===== config.mk =====
export PLATFORM = sky130hd
export DESIGN_NAME = mem_lsu
export DESIGN_NICKNAME = d
export VERILOG_FILES = /design/src/rtl/lsu_pkg.sv /design/src/rtl/lsu_align.sv /design/src/rtl/mem_lsu.sv
export SDC_FILE = /design/constraint.sdc
export NUM_CORES = 1
export LEC_CHECK = 0
export ABC_AREA = 1
export CAP_MARGIN = 20
export CORE_ASPECT_RATIO = 0.5
export CORE_MARGIN = 1
export CORE_UTILIZATION = 46
export CTS_CLUSTER_DIAMETER = 150
export CTS_CLUSTER_SIZE = 24
export DETAILED_ROUTE_END_ITERATION = 12
export PLACE_DENSITY = 0.87
export SYNTH_ARGS = -nofsm -noshare
export SYNTH_HDL_FRONTEND = slang
export SYNTH_HIERARCHICAL = 1
export SYNTH_SLANG_ARGS = --single-unit

===== constraint.sdc =====
create_clock -name clk -period 4.56 [get_ports clk]
set_input_delay 0.684 -clock clk [delete_from_list [all_inputs] [get_ports clk]]
set_output_delay 0.684 -clock clk [all_outputs]
set_load 0.005 [all_outputs]

===== src/rtl/lsu_pkg.sv =====
// Shared types and funct3 encodings for the load/store unit.
package lsu_pkg;

  typedef enum logic [1:0] {StIdle, StWait, StDone} lsu_state_e;

  typedef enum logic [1:0] {SzByte, SzHalf, SzWord} lsu_size_e;

  localparam logic [2:0] F3_B  = 3'b000;
  localparam logic [2:0] F3_H  = 3'b001;
  localparam logic [2:0] F3_W  = 3'b010;
  localparam logic [2:0] F3_BU = 3'b100;
  localparam logic [2:0] F3_HU = 3'b101;

  // Stores only know sb/sh/sw; loads also accept the unsigned encodings. Anything else is a word.
  function automatic lsu_size_e lsu_size(input logic [2:0] funct3, input logic is_store);
    lsu_size_e sz;
    sz = SzWord;
    if (is_store) begin
      if (funct3 == F3_B) sz = SzByte;
      else if (funct3 == F3_H) sz = SzHalf;
    end else begin
      if (funct3 == F3_B || funct3 == F3_BU) sz = SzByte;
      else if (funct3 == F3_H || funct3 == F3_HU) sz = SzHalf;
    end
    return sz;
  endfunction

endpackage


===== src/rtl/lsu_align.sv =====
// Combinational store-lane replication, byte enables, load extraction and alignment check.
module lsu_align
  import lsu_pkg::*;
(
  input  logic [2:0]  funct3_i,
  input  logic        is_store_i,
  input  logic [1:0]  offset_i,
  input  logic [31:0] store_data_i,
  input  logic [31:0] rdata_i,
  output logic [3:0]  be_o,
  output logic [31:0] wdata_o,
  output logic [31:0] load_data_o,
  output logic        misaligned_o
);

  lsu_size_e   size;
  logic        sign_ext;
  logic [7:0]  byte_sel;
  logic [15:0] half_sel;

  always_comb begin
    size         = lsu_size(funct3_i, is_store_i);
    sign_ext     = ~funct3_i[2];
    byte_sel     = rdata_i[8*offset_i +: 8];
    half_sel     = offset_i[1] ? rdata_i[31:16] : rdata_i[15:0];
    be_o         = 4'b1111;
    wdata_o      = store_data_i;
    load_data_o  = rdata_i;
    misaligned_o = 1'b0;
    case (size)
      SzByte: begin
        be_o        = 4'b0001 << offset_i;
        wdata_o     = {4{store_data_i[7:0]}};
        load_data_o = {{24{sign_ext & byte_sel[7]}}, byte_sel};
      end
      SzHalf: begin
        be_o         = offset_i[1] ? 4'b1100 : 4'b0011;
        wdata_o      = {2{store_data_i[15:0]}};
        load_data_o  = {{16{sign_ext & half_sel[15]}}, half_sel};
        misaligned_o = offset_i[0];
      end
      default: misaligned_o = |offset_i;
    endcase
  end

endmodule


===== src/rtl/mem_lsu.sv =====
// Load/store unit: IDLE -> WAIT -> DONE handshake with the data memory.
// Define LSU_TIMEOUT_EN to abort WAIT after TIMEOUT_CYCLES with a bus-error pulse.
module mem_lsu
  import lsu_pkg::*;
#(
  parameter int unsigned DM_ADDR_W      = 10,
  parameter int unsigned TIMEOUT_CYCLES = 255
) (
  input  logic                 clk,
  input  logic                 nrst,
  input  logic [31:0]          mem_ALUout,
  input  logic [31:0]          mem_storedata,
  input  logic                 mem_dm_rd,
  input  logic                 mem_dm_wr,
  input  logic [2:0]           mem_funct3,
  output logic [31:0]          mem_loaddata,
  output logic                 lsu_stall,
  output logic                 lsu_misaligned,
  output logic                 lsu_bus_err,
  output logic                 dmem_req,
  output logic                 dmem_we,
  output logic [DM_ADDR_W-1:0] dmem_addr,
  output logic [3:0]           dmem_be,
  output logic [31:0]          dmem_wdata,
  input  logic                 dmem_ready,
  input  logic [31:0]          dmem_rdata
);

  lsu_state_e state_q, state_d;

  logic                 we_q;
  logic [DM_ADDR_W-1:0] addr_q;
  logic [2:0]           funct3_q;
  logic [1:0]           offset_q;
  logic [31:0]          store_data_q;
  logic [31:0]          loaddata_q;
  logic                 misaligned_q;

  logic                 is_idle, access, issue, misaligned, completes, timeout;
  logic                 cur_we;
  logic [DM_ADDR_W-1:0] cur_addr;
  logic [2:0]           cur_funct3;
  logic [1:0]           cur_offset;
  logic [31:0]          cur_store_data;
  logic [31:0]          load_data;
  logic                 unused_addr_bits;

  assign is_idle = (state_q == StIdle);
  assign access  = mem_dm_rd | mem_dm_wr;

  // Live inputs drive the issue cycle; the captured copy keeps the bus stable through WAIT.
  assign cur_we         = is_idle ? mem_dm_wr                     : we_q;
  assign cur_addr       = is_idle ? mem_ALUout[DM_ADDR_W+1:2]     : addr_q;
  assign cur_funct3     = is_idle ? mem_funct3                    : funct3_q;
  assign cur_offset     = is_idle ? mem_ALUout[1:0]               : offset_q;
  assign cur_store_data = is_idle ? mem_storedata                 : store_data_q;

  assign unused_addr_bits = ^mem_ALUout[31:DM_ADDR_W+2];

  lsu_align u_align (
    .funct3_i     (cur_funct3),
    .is_store_i   (cur_we),
    .offset_i     (cur_offset),
    .store_data_i (cur_store_data),
    .rdata_i      (dmem_rdata),
    .be_o         (dmem_be),
    .wdata_o      (dmem_wdata),
    .load_data_o  (load_data),
    .misaligned_o (misaligned)
  );

  assign issue     = is_idle & access & ~misaligned;
  assign dmem_req  = nrst & (issue | (state_q == StWait));
  assign lsu_stall = dmem_req;
  assign dmem_we   = dmem_req & cur_we;
  assign dmem_addr = cur_addr;
  assign completes = dmem_req & dmem_ready;

  always_comb begin
    state_d = state_q;
    unique case (state_q)
      StIdle: if (issue) state_d = dmem_ready ? StDone : StWait;
      StWait: if (dmem_ready || timeout) state_d = StDone;
      StDone: state_d = StIdle;
      default: state_d = StIdle;
    endcase
  end

  always_ff @(posedge clk) begin
    if (!nrst) begin
      state_q      <= StIdle;
      loaddata_q   <= '0;
      misaligned_q <= 1'b0;
    end else begin
      state_q      <= state_d;
      misaligned_q <= is_idle & access & misaligned;
      if (completes && !cur_we) begin
        loaddata_q <= load_data;
      end else if ((is_idle && access && misaligned && !mem_dm_wr) || timeout) begin
        loaddata_q <= '0;
      end
    end
  end

  always_ff @(posedge clk) begin
    if (is_idle) begin
      we_q         <= mem_dm_wr;
      addr_q       <= mem_ALUout[DM_ADDR_W+1:2];
      funct3_q     <= mem_funct3;
      offset_q     <= mem_ALUout[1:0];
      store_data_q <= mem_storedata;
    end
  end

  assign mem_loaddata   = loaddata_q;
  assign lsu_misaligned = misaligned_q;

`ifdef LSU_TIMEOUT_EN
  localparam int unsigned CntW = (TIMEOUT_CYCLES > 255) ? $clog2(TIMEOUT_CYCLES + 1) : 8;

  logic [CntW-1:0] tmo_cnt_q;
  logic            bus_err_q;

  // Count includes the current WAIT cycle, so abort happens on the TIMEOUT_CYCLES-th one.
  assign timeout = (state_q == StWait) && !dmem_ready &&
                   ((32'(tmo_cnt_q) + 32'd1) >= TIMEOUT_CYCLES);

  always_ff @(posedge clk) begin
    if (!nrst) begin
      tmo_cnt_q <= '0;
      bus_err_q <= 1'b0;
    end else begin
      tmo_cnt_q <= (state_q == StWait && state_d == StWait) ? tmo_cnt_q + 1'b1 : '0;
      bus_err_q <= timeout;
    end
  end

  assign lsu_bus_err = bus_err_q;
`else
  logic unused_timeout_cfg;
  assign unused_timeout_cfg = ^TIMEOUT_CYCLES;
  assign timeout            = 1'b0;
  assign lsu_bus_err        = 1'b0;
`endif

endmodule


==> results.ini <==
[run_status]
status=finished clean

[logic_synthesis]
yosys.area_share.adder_pct=0
synth_cell_types=28
synth-seq-area-share_pct=39.1
syn_inst=632
synth-xor-area-share_pct=0
syn_nets=736
ys_seq_elements=83
synth-simple-area-share_pct=42.3
yosysWarnings=6
synth-compound-area-share_pct=8.77
synthMuxAreaShare_pct=0
syn_area_per_cell_sq_um=6.73
synth_top_family_by_area=simple AND/OR/NAND/NOR gates
syn_area_sq_um=4250

[sta]
setup_viol=0
worstMarginPinSlew_ns=0.757
whs_ns=0.440
skew_ns=0.00519
slew_headroom_pct=49.5
fmax_ghz=0.255
tns_ns=0
hold_viol=0
fin_crit_ns=3.91
fin_crit_sh_pct=85.9
rsz0062_at_grt=no
slew_violations=0

[hold_path]
hp-class=flip-flop to flip-flop
worstHoldStart=store_data_q[24]

[placed_design]
dpl.hpwl_mm=8.89
gp_congestion=0.878
io_buffers=165
place_area_sq_um=5820

[cts]
clock_path_buffers=2
clock_latency_ns=0.34
cts_max_level=3
post_cts_buffers=0
cts_sinks=83
root_buffer=clkbuf_16
postCtsHoldBufs=0
clkTransAtPathRegs_ns=0.06
cts_tree=yes
postCtsResizedCells=0
cts_made_buffers=9

[grt]
grt-ovfl-total=0
grt_pass1_wl_mm=20.5
grt_usage_pct=27.1
grt_pass1_vias=4205
grt_max_degree=49
antenna_found_initial=0

[floorplanning]
dieWidth_microns=138
ios=187
die_h_microns=70.0
rows=24
start_util_pct=48.2
core-area_sq_um=8830
dieArea_sq_um=9650

[cells_and_area]
ff_latch_area_sq_um=1660
multi_input_area_sq_um=2180
fillers=756
design_area_sq_um=6130
final_common_cell=nand2_1
area_delta_synth_final_pct=44.1
final_core_util_pct=69.4
drive_above_1_share_pct=6.91
final_cell_mix=nand2_1, clkdlybuf4s50_1, dfxtp_1
nets=867
antennaDiodeCount=0

[flow_run]
drv_cap=0

[drt]
drtIter0Drc=465
routedWlPerCell_microns=14.8
first_pass_iters=6
vias=4706
drc=0
avgViaCountPerCell=5.32
wl_mm=13.1
drtAntennaViolNets=0

[critical_path]
endpoint_kind=output port
start_kind=flip-flop
worstPathMaxFanout=48
arrival_ns=3.23
required_ns=3.88
critPathLaunch=state_q[1]
timing.rr.start=state_q[1]
critPathKind=flip-flop to output port

[power_and_ir_drop]
vdd_drop_max_mv=0.267
p_leak_nw=2.70
p_per_area_nw_per_um2=450

## cell families (layout without fill, tap and decap cells)
| kind of cell | after synthesis | after routing |
|---|---|---|
| AOI/OAI and AO/OA | 67 | 67 |
| buffers and inverters | 82 | 217 |
| DFF | 83 | 83 |
| other | 1 | 1 |
| and+or+nand+nor | 399 | 399 |
## synthesized netlist by cell type, drive strengths merged
library cell  number  share of area, %
dfxtp             83                39
a21oi             33               4.1
conb               1             0.088
buf               40               5.9
inv               28               2.6
nand4             33               4.9
nor3               1              0.24
o211ai             7               1.2
clkbuf            14               1.3
nand2            244                22
nor2              40               4.2
o22ai              1              0.15
nand3             81                11
o21ai             26               3.2
## worst max-delay path: stages (launching register included)
cell and delay, ns:
dfxtp_1 0.36, nor2_4 0.18, buf_4 0.45, nand2_1 0.12, nand2_1 0.41, inv_2 0.25, nor2_4 0.39, inv_1 0.10
nand3_1 0.09, clkdlybuf4s50_1 0.52
## area by class of cell
| cell class | instances | share of cell area, % |
|---|---|---|
| Clock buffer | 10 | 3.74 |
| Clock inverter | 5 | 1.29 |
| Sequential cell | 83 | 27.1 |
| Tap cell | 117 | 2.39 |
| Multi-Input combinational cell | 467 | 35.6 |
| Inverter | 28 | 1.80 |
| Timing Repair Buffer | 174 | 28.1 |
## registers in the layout, indices dropped and copies added, names as in the netlist
signal / count
offset_q: 2
funct3_q: 3
mem_loaddata: 32
state_q: 2
we_q: 1
lsu_misaligned: 1
store_data_q: 32
addr_q: 10
## metal layers
layer  GRT usage [%]  wire [microns]  up-vias
li1                -               -     2315
met1            33.7            5530     2173
met2            45.9            6290      194
met3            7.12            1020       24
met4            7.73             230        0
met5               0               0        -
## where the power goes
part	switching, mW	leakage [nW]	internal, mW
sequential	0.0336	0.688	0.836
clock	0.288	0.152	0.476
combinational	0.624	1.86	0.499
## final timing paths
kind / end / slack [ns] / depth (start not counted)
worst min-delay path: store_data_q[24] / 0.44 / 2
worst max-delay path: dmem_be[2] / 0.65 / 9
worst max register to register: mem_loaddata[27] / 1.09 / 16
worst min register to register: store_data_q[24] / 0.44 / 2
## metrics by stage
stage / setup slack, ns / power, mW / instances
floorplan: 1.60 / 1.52 / 632
global placement: 0.813 / 1.97 / 869
detailed placement: 0.785 / 1.99 / 869
CTS: 0.647 / 2.76 / 884
global route: 0.317 / 2.91 / 884
finish: 0.645 / 2.76 / 884
No activity file was read; power rests on OpenSTA's default activity.
